### config.mk
export PLATFORM = sky130hd
export DESIGN_NAME = alu_arbiter
export DESIGN_NICKNAME = d
export VERILOG_FILES = /design/src/rtl/alu_arbiter.sv
export SDC_FILE = /design/constraint.sdc
export NUM_CORES = 1
export LEC_CHECK = 0
export BUFFER_PORTS_ARGS = -buffer_cell sky130_fd_sc_hd__buf_2
export CAP_MARGIN = 5
export CORE_UTILIZATION = 25
export CTS_CLUSTER_SIZE = 25
export DETAILED_ROUTE_END_ITERATION = 10
export SLEW_MARGIN = 15
export SYNTH_ARGS = -nofsm -noshare
export SYNTH_HDL_FRONTEND = slang
export SYNTH_SLANG_ARGS = --single-unit
### constraint.sdc
create_clock -name clk -period 10.4 [get_ports clk]
set_input_delay 2.08 -clock clk [delete_from_list [all_inputs] [get_ports clk]]
set_output_delay 2.08 -clock clk [all_outputs]
set_load 0.005 [all_outputs]
### src/rtl/alu_arbiter.sv
// rtl/alu_arbiter.sv - two-requester round-robin front end for a shared combinational ALU
// Rejected opcodes (4'b11xx) answer with err=1 and leave the ALU-side registers untouched.
module alu_arbiter #(
  parameter int WORD_LENGTH = 32
) (
  input  logic                   clk,
  input  logic                   reset,
  input  logic                   req0,
  input  logic                   req1,
  input  logic [3:0]             op0,
  input  logic [3:0]             op1,
  input  logic [WORD_LENGTH-1:0] a0,
  input  logic [WORD_LENGTH-1:0] a1,
  input  logic [WORD_LENGTH-1:0] b0,
  input  logic [WORD_LENGTH-1:0] b1,
  input  logic [4:0]             shmt0,
  input  logic [4:0]             shmt1,
  output logic                   grant0,
  output logic                   grant1,
  output logic                   done0,
  output logic                   done1,
  output logic [WORD_LENGTH-1:0] result,
  output logic                   carry,
  output logic                   zero,
  output logic                   negative,
  output logic                   err,
  output logic [WORD_LENGTH-1:0] alu_dataA,
  output logic [WORD_LENGTH-1:0] alu_dataB,
  output logic [3:0]             alu_control,
  output logic [4:0]             alu_shmt,
  input  logic [WORD_LENGTH-1:0] alu_dataC,
  input  logic                   alu_carry,
  input  logic                   alu_zero,
  input  logic                   alu_negative
);

  typedef enum logic [1:0] {IDLE = 2'd0, EXEC = 2'd1, RESP = 2'd2} state_t;

  state_t                 state_q, state_d;
  logic                   last_q, last_d;
  logic                   win_q, win_d;
  logic                   grant0_q, grant0_d;
  logic                   grant1_q, grant1_d;
  logic [3:0]             op_q, op_d;
  logic [WORD_LENGTH-1:0] a_q, a_d;
  logic [WORD_LENGTH-1:0] b_q, b_d;
  logic [4:0]             shmt_q, shmt_d;
  logic [WORD_LENGTH-1:0] result_q, result_d;
  logic                   carry_q, carry_d;
  logic                   zero_q, zero_d;
  logic                   negative_q, negative_d;
  logic                   err_q, err_d;

  logic                   sel;
  logic [3:0]             sel_op;
  logic [WORD_LENGTH-1:0] sel_a;
  logic [WORD_LENGTH-1:0] sel_b;
  logic [4:0]             sel_shmt;

  // On a tie the requester that was not served last wins.
  always_comb begin
    sel      = (req0 && req1) ? ~last_q : req1;
    sel_op   = sel ? op1   : op0;
    sel_a    = sel ? a1    : a0;
    sel_b    = sel ? b1    : b0;
    sel_shmt = sel ? shmt1 : shmt0;
  end

  always_comb begin
    state_d    = state_q;
    last_d     = last_q;
    win_d      = win_q;
    grant0_d   = 1'b0;
    grant1_d   = 1'b0;
    op_d       = op_q;
    a_d        = a_q;
    b_d        = b_q;
    shmt_d     = shmt_q;
    result_d   = result_q;
    carry_d    = carry_q;
    zero_d     = zero_q;
    negative_d = negative_q;
    err_d      = err_q;

    case (state_q)
      IDLE: begin
        if (req0 || req1) begin
          win_d    = sel;
          grant0_d = ~sel;
          grant1_d = sel;
          if (sel_op[3:2] == 2'b11) begin
            result_d   = '0;
            carry_d    = 1'b0;
            zero_d     = 1'b0;
            negative_d = 1'b0;
            err_d      = 1'b1;
            state_d    = RESP;
          end else begin
            op_d    = sel_op;
            a_d     = sel_a;
            b_d     = sel_b;
            shmt_d  = sel_shmt;
            state_d = EXEC;
          end
        end
      end
      EXEC: begin
        result_d   = alu_dataC;
        carry_d    = alu_carry;
        zero_d     = alu_zero;
        negative_d = alu_negative;
        err_d      = 1'b0;
        state_d    = RESP;
      end
      RESP: begin
        last_d  = win_q;
        state_d = IDLE;
      end
      default: state_d = IDLE;
    endcase
  end

  always_ff @(posedge clk or posedge reset) begin
    if (reset) begin
      state_q    <= IDLE;
      last_q     <= 1'b1;
      win_q      <= 1'b0;
      grant0_q   <= 1'b0;
      grant1_q   <= 1'b0;
      op_q       <= '0;
      a_q        <= '0;
      b_q        <= '0;
      shmt_q     <= '0;
      result_q   <= '0;
      carry_q    <= 1'b0;
      zero_q     <= 1'b0;
      negative_q <= 1'b0;
      err_q      <= 1'b0;
    end else begin
      state_q    <= state_d;
      last_q     <= last_d;
      win_q      <= win_d;
      grant0_q   <= grant0_d;
      grant1_q   <= grant1_d;
      op_q       <= op_d;
      a_q        <= a_d;
      b_q        <= b_d;
      shmt_q     <= shmt_d;
      result_q   <= result_d;
      carry_q    <= carry_d;
      zero_q     <= zero_d;
      negative_q <= negative_d;
      err_q      <= err_d;
    end
  end

  assign grant0      = grant0_q;
  assign grant1      = grant1_q;
  assign done0       = (state_q == RESP) && !win_q;
  assign done1       = (state_q == RESP) && win_q;
  assign result      = result_q;
  assign carry       = carry_q;
  assign zero        = zero_q;
  assign negative    = negative_q;
  assign err         = err_q;
  assign alu_dataA   = a_q;
  assign alu_dataB   = b_q;
  assign alu_control = op_q;
  assign alu_shmt    = shmt_q;

endmodule

# Word-level counts from Yosys, hierarchy flattened
# Index checks and enable logic that the tools add are counted.
# classes
n_eq_ne	5
n_bitwise	3
n_reduce_logical	10
muxes	23
# op_table
op	n
$mux 32	4
$pmux 32 s2	1
$mux 1	9
$pmux 1 s2	4
$reduce_and 3->1	2
$mux 5	1
$eq 2x2->1 const B	2
$mux 2	2
$mux 4	1
$ne 2x2->1 const B	2
$pmux 2 s2	1
$logic_and 1x1->1	3
$not 1->1	3
$eq 2x1->1 const B	1
$logic_not 2->1	1
$reduce_and 2->1	1
$reduce_bool 2->1	1
$logic_not 1->1	1
$logic_or 1x1->1	1
# totals
reg_bits	115
wordCells	55

# Depth between registers and ports, before layout
# Gate-level depths: netlist of run 1.
# depth
word_depth	7
depth_mapped	7
ltp_nobuf	4

# Worst setup path before layout of run 1
# OpenSTA, ideal clock, no wires.
# synth_timing
path_kind	input to register
from	input port req1
to	register result_q[10] (netlist: result[10])
t_required_ns	10.274
path_buffers	2
setup_time_ns	0.126
slack_ns	7.023
t_arrival_ns	3.251
stages	6
cell_sequence	a21bo_1 > buf_2 > mux2_4 > nor3_4 > buf_6 > o21ai_0
# synth_via
elab_chain_cells	6
elab_cells_between_ends	8
classes_between	eq/ne (3); mux (2); reduce/logical (3)
# synth_lines
element	line	text
start: declaration	9	input logic req1,
$logic_and 1x1->1	62	sel = (req0 && req1) ? ~last_q : req1;
$mux 1	62	
$mux 4	63	sel_op = sel ? op1 : op0;
$eq 2x2->1	91	if (sel_op[3:2] == 2'b11) begin
$ne 2x2->1 (no source line)	-	
$reduce_and 3->1 (no source line) *	-	
end signal: assignment	149	result_q <= result_d;
end: declaration	48	logic [WORD_LENGTH-1:0] result_q, result_d;
# Every way passes the cells marked *; elsewhere a longest branch is shown, timed or not.
# A chain may end at the register's enable or synchronous reset.

# Final worst setup path of run 1
# layout_timing
from	input port req1
to	register a_q[17] (netlist: alu_dataA[17])
# layout_via
elab_chain_cells	6
elab_cells_between_ends	8
classes_between	eq/ne (1); mux (3); bitwise (1); reduce/logical (3)
# layout_lines
element	line	text
$logic_and 1x1->1	62	
$mux 1	62	
$mux 4	63	
$eq 2x2->1	91	
$not 1->1 (no source line)	-	
$reduce_and 3->1 (no source line)	-	
end signal: assignment	131	a_q <= '0;
end signal: assignment	146	a_q <= a_d;
end: declaration	45	logic [WORD_LENGTH-1:0] a_q, a_d;
# Parallel ways exist; a longest one is shown, timed or not.

==> results of run 1 <==
final cells by class:
type | instances | area share (%)
diodes | 2 | 0.06702
clock inverters | 10 | 1.776
repair buffers | 305 | 20.81
multi-input cells | 348 | 27.83
flip-flops and latches | 115 | 38.56
well taps | 270 | 4.524
clock buffers | 20 | 6.250
inverters | 3 | 0.1843
layer usage:
| metal | up-vias | part of all wire (%) | GRT usage, % |
|---|---|---|---|
| li1 | 2338 | - | - |
| met1 | 2211 | 43 | 17.76 |
| met2 | 195 | 49 | 25.79 |
| met3 | 14 | 6.9 | 5.580 |
| met4 | 2 | 1.1 | 4.789 |
| met5 | - | 0.083 | 0 |
worst paths after layout:
| check | start | end | slack (ns) | cells after the start |
|---|---|---|---|---|
| max | req1 | alu_dataA[17] | 6.57 | 6 |
| min | err | err | 0.48 | 1 |
| max reg2reg | last_q | alu_dataA[17] | 7.85 | 5 |
| min reg2reg | err | err | 0.48 | 1 |
| max in group asynchronous | reset | alu_dataA[24] | 7.33 | 3 |
| min in group asynchronous | reset | alu_dataA[28] | 1.79 | 2 |
per-stage QoR:
stage / util, % / instance area [um^2] / total power [mW] / instances
after global placement: 33.84 / 6848 / 1.501 / 1040
after global routing: 36.89 / 7465 / 2.251 / 1072
after floorplan: - / 5145 / 1.151 / 508
after CTS: 36.88 / 7462 / 2.128 / 1071
after detailed placement: 33.92 / 6863 / 1.517 / 1041
final: 36.90 / 7467 / 2.084 / 1073
registers in the layout, indices dropped and copies added, names as in the netlist, 2 cells and up:
signal and cells:
alu_control 4, alu_dataA 32, alu_dataB 32, alu_shmt 5, result 32, state_q 2
Yosys cell counts, drive strengths merged:
cell	instances
nand2b	3
nor2	4
nor3	3
o21a	1
buf	15
dfrtp	114
a21boi	1
a31oi	4
inv	3
a21o	2
clkbuf	27
mux2	1
dfstp	1
mux2i	72
o21ai	177
or3	1
nand2	77
a21bo	1
nor2b	1
critical path, stage by stage:
cell and delay [ns]:
buf_2 0.11, a21bo_4 0.45, mux2i_4 0.67, buf_4 0.52, o21ai_0 0.18, o21ai_0 0.10
power breakdown:
part           switching, mW  internal, mW  leakage (nW)
sequential             0.100         0.660          1.43
combinational          0.416         0.311          2.17
clock                  0.206         0.391         0.290
total                  0.721          1.36          3.89
logic make-up (layout without fill, tap and decap cells):
family | count (synthesis) | in the layout | share of synthesized area (%)
simple gates | 89 | 89 | 7.174
other cells | 0 | 2 | 0
compound gates | 186 | 186 | 18.48
flops | 115 | 115 | 55.96
buf+inv | 45 | 338 | 4.085
mux | 73 | 73 | 14.30
==> impl_metrics.toml, run 1 <==
[sta]
skew_ns = 0.01185
fmax_mhz = 261.3
slew_viol_final = 0
period_share_pct = 36.80
rsz0062_at_grt = "no"
slew_headroom_pct = 38.55
period_minus_slack_ns = 3.827
hold_viol = 0
holdWs_ns = 0.4795
worst_slack_ns = 6.573
finalSetupTns_ns = 0
setup_violations = 0
worst_slew_pin_slew_ns = 0.9217

[clock_network]
postCtsHoldBufs = 0
clk_path_buf_depth = 2
clk_latency_ns = 0.41
cts_tree = "built"
cts_root_buf = "clkbuf_16"
h-tree-depth = 4
postCtsSetupRepairBufs = 0
cts_buffers = 17
cts.clk_slew.worst_paths_ns = 0.05
cts_resized = 0
clock_sinks = 115

[finish]
mostFrequentLayoutCells = "buf_2, o21ai_0, dfrtp_1"
nFillCells = 2089
multi_input_area_mm2 = 0.002078
drive_gt1_share_pct = 43.07
layout_commonest_cell = "buf_2"
register_area_mm2 = 0.002879
final_nets = 975
area_growth_pct = 45.14

[floorplanning]
die_h_um = 145.5
placementRows = 52
pin_count = 298
die_area_mm2 = 0.02116
start_util_pct = 25.43
design.core.area_mm2 = 0.02023
die_x_um = 145.5

[min_path]
hold_path_class = "reg -> reg"

[placement]
hpwl_mm = 11.10
place.gp.congestion = 0.7505
dp_worst_setup_slack_ns = 6.085
port_buffers = 297

[synthesis]
synth_area_per_cell_um2 = 10.13
yosys-top-cells-area = "dfrtp_1, o21ai_0, mux2i_1"
synth_top_area_cell = "dfrtp_1"
synth_top_area_share_pct = 55.45
synth_cell_types = 26
synthesis.area_mm2 = 0.005145
syn-num-nets = 693
synth_warnings = 0
netlist_instances = 508
ys_seq_area_share_pct = 55.96
synth-seq-cells = 115

[power]
ir_worst_vdd_uv = 120.9
leakage_nw = 3.894
p_per_area_mw_per_mm2 = 279.1

[run_status]
status = "finished, final reports clean"

[routing]
wl_per_cell_um = 14.52
wl_mm = 15.58
post-route-drc-count = 0
ant_nets = 0
drtIter0Drc = 206
viasPerCell = 4.436
vias = 4760
drt_pass1_iterations = 7

[grt]
track_usage_pct = 15.18
grt_max_degree = 61
antenna_found_initial = 4
grt_pass1_wl_mm = 25.04
grt_overflow_total = 0
grt_pass1_vias = 4677

[critical_path]
endpoint_kind = "flip-flop"
critPathLaunchType = "input port"
crit_fanout = 48
crit_type = "in -> reg"
arrival_ns = 4.15
worstPathRequired_ns = 10.72

[job]
max_cap_violations = 0
Note: power is estimated with default switching activity, not from simulation.
==> run 2: changes to the inputs <==
==> constraint.sdc (replaced) <==
create_clock -name clk -period 3.3 [get_ports clk]
set_input_delay 0.66 -clock clk [delete_from_list [all_inputs] [get_ports clk]]
set_output_delay 0.66 -clock clk [all_outputs]
set_load 0.005 [all_outputs]
==> run 2 against run 1 <==
Net effect: cell count up 0.47%; critical path type is now reg -> reg; clock skew is 0.0019 ns lower; largest cell class unchanged; hold slack worse by 0.028 ns.
==> impl_metrics.toml, run 2 (synthesis results as in run 1) <==
[min_path]
hold_path_class = "in -> async"

[floorplanning]
placementRows = 52
design.core.area_mm2 = 0.02023
pin_count = 298
die_area_mm2 = 0.02116
start_util_pct = 25.43
die_h_um = 145.5
die_x_um = 145.5

[critical_path]
arrival_ns = 2.31
r2r-start = "last_q"
crit_fanout = 37
crit_family = "flip-flops"
critPathLaunchType = "flip-flop"
timing.rr.end = "result[26]"
worstPathRequired_ns = 3.56
r2r_slack_ns = 1.26
cpPeakStageDelay_ns = 0.55
cp_slowest_cell = "dfstp_2"
crit_type = "reg -> reg"
endpoint_kind = "flip-flop"
worstPathCellList = "a21bo_4 > mux2_4 > nor3_4 > buf_4 > o21ai_0"
reg2reg_depth = 5
path_buf_inv = 1

[sta]
finalSetupTns_ns = 0
slew_headroom_pct = 58.03
fmax_mhz = 489.0
rsz0062_at_grt = "no"
worst_slew_pin_slew_ns = 0.6295
hold_viol = 0
setup_violations = 0
slew_viol_final = 0
period_minus_slack_ns = 2.045
skew_ns = 0.009990
period_share_pct = 61.97

[clock_network]
cts_tree = "built"
cts_root_buf = "clkbuf_16"
postCtsSetupRepairBufs = 0
h-tree-depth = 4
clock_sinks = 115
clk_path_buf_depth = 2
postCtsHoldBufs = 0
cts_buffers = 17
clk_latency_ns = 0.40
cts_resized = 0
cts.clk_slew.worst_paths_ns = 0.06

[grt]
grt_pass1_wl_mm = 24.54
track_usage_pct = 14.89
grt_pass1_vias = 4653
antenna_found_initial = 3
grt_max_degree = 116
grt_overflow_total = 0

[power]
power_mw = 6.425
leakage_nw = 3.887
p_per_area_mw_per_mm2 = 860.9
ir_worst_vdd_uv = 346.4

[routing]
viasPerCell = 4.443
wl_mm = 15.25
vias = 4790
drt_pass1_iterations = 4
drtIter0Drc = 151
ant_nets = 0
wl_per_cell_um = 14.14
post-route-drc-count = 0

[finish]
drive_gt1_share_pct = 43.30
mostFrequentLayoutCells = "buf_2, o21ai_0, dfrtp_1"
final_cell_area_mm2 = 0.007463
final_nets = 978
layout_commonest_cell = "buf_2"
area_growth_pct = 45.06

[placement]
port_buffers = 297
hpwl_mm = 10.69
place.gp.congestion = 0.7672
place_area_mm2 = 0.006904

[run_status]
status = "finished, final reports clean"

[job]
max_cap_violations = 0
[run 2: cell types whose count changed in the layout (fill, tap and decap cells not counted), sizes merged]
cell      before  now
clkbuf        20   19
clkinv         4    7
clkinvlp       3    5
bufinv         3    1
buf          305  308
[run 2: metal layers]
metal	GRT usage, %	part of all wire [%]
met5	0	0.052
met2	26.03	50
met1	17.21	42
met4	4.053	0.79
met3	5.204	7.1
[run 2: worst max path at each step]
| stage | from | end | slack (ns) | cells past startpoint |
|---|---|---|---|---|
| finish | last_q | result[26] | 1.26 | 5 |
| global placement | req1 | negative | 0.99 | 6 |
| detailed placement | req1 | result[8] | 0.93 | 6 |
| CTS | last_q | result[8] | 1.21 | 5 |
| floorplan | reset | alu_control[0] | 1.24 | 1 |
| global route | last_q | result[19] | 1.12 | 5 |
[run 2: power by group]
part,total [mW],switching [mW],internal (mW)
registers,2.40,0.315,2.08
clock network,1.72,0.673,1.05
logic,2.31,1.31,1.00
total,6.43,2.29,4.13
[run 2: worst min-delay path: stages]
cell	delay, ns
buf_2	0.11
clkinvlp_4	0.07
buf_12	0.47
[run 2: through the flow]
step           setup WS, ns  hold WS, ns  std cells  utilization, %
4_1_cts               1.208       0.4314       1076           36.86
5_1_grt               1.120       0.4314       1077           36.87
3_5_place_dp         0.9270       0.4785       1044           34.12
6_report              1.255       0.4514       1078           36.88
2_1_floorplan         1.241       0.4558        508               -
3_3_place_gp         0.9876       0.4738       1044           34.12
[run 2: area by class of cell]
type | instances | area (um^2)
Sequential cell | 115 | 2879
Timing Repair Buffer | 308 | 1594
Tap cell | 270 | 337.8
Fill cell | 2092 | 12770
Clock buffer | 19 | 442.9
Inverter | 3 | 15.01
Multi-Input combinational cell | 348 | 2078
Clock inverter | 13 | 111.4
Antenna cell | 2 | 5.005
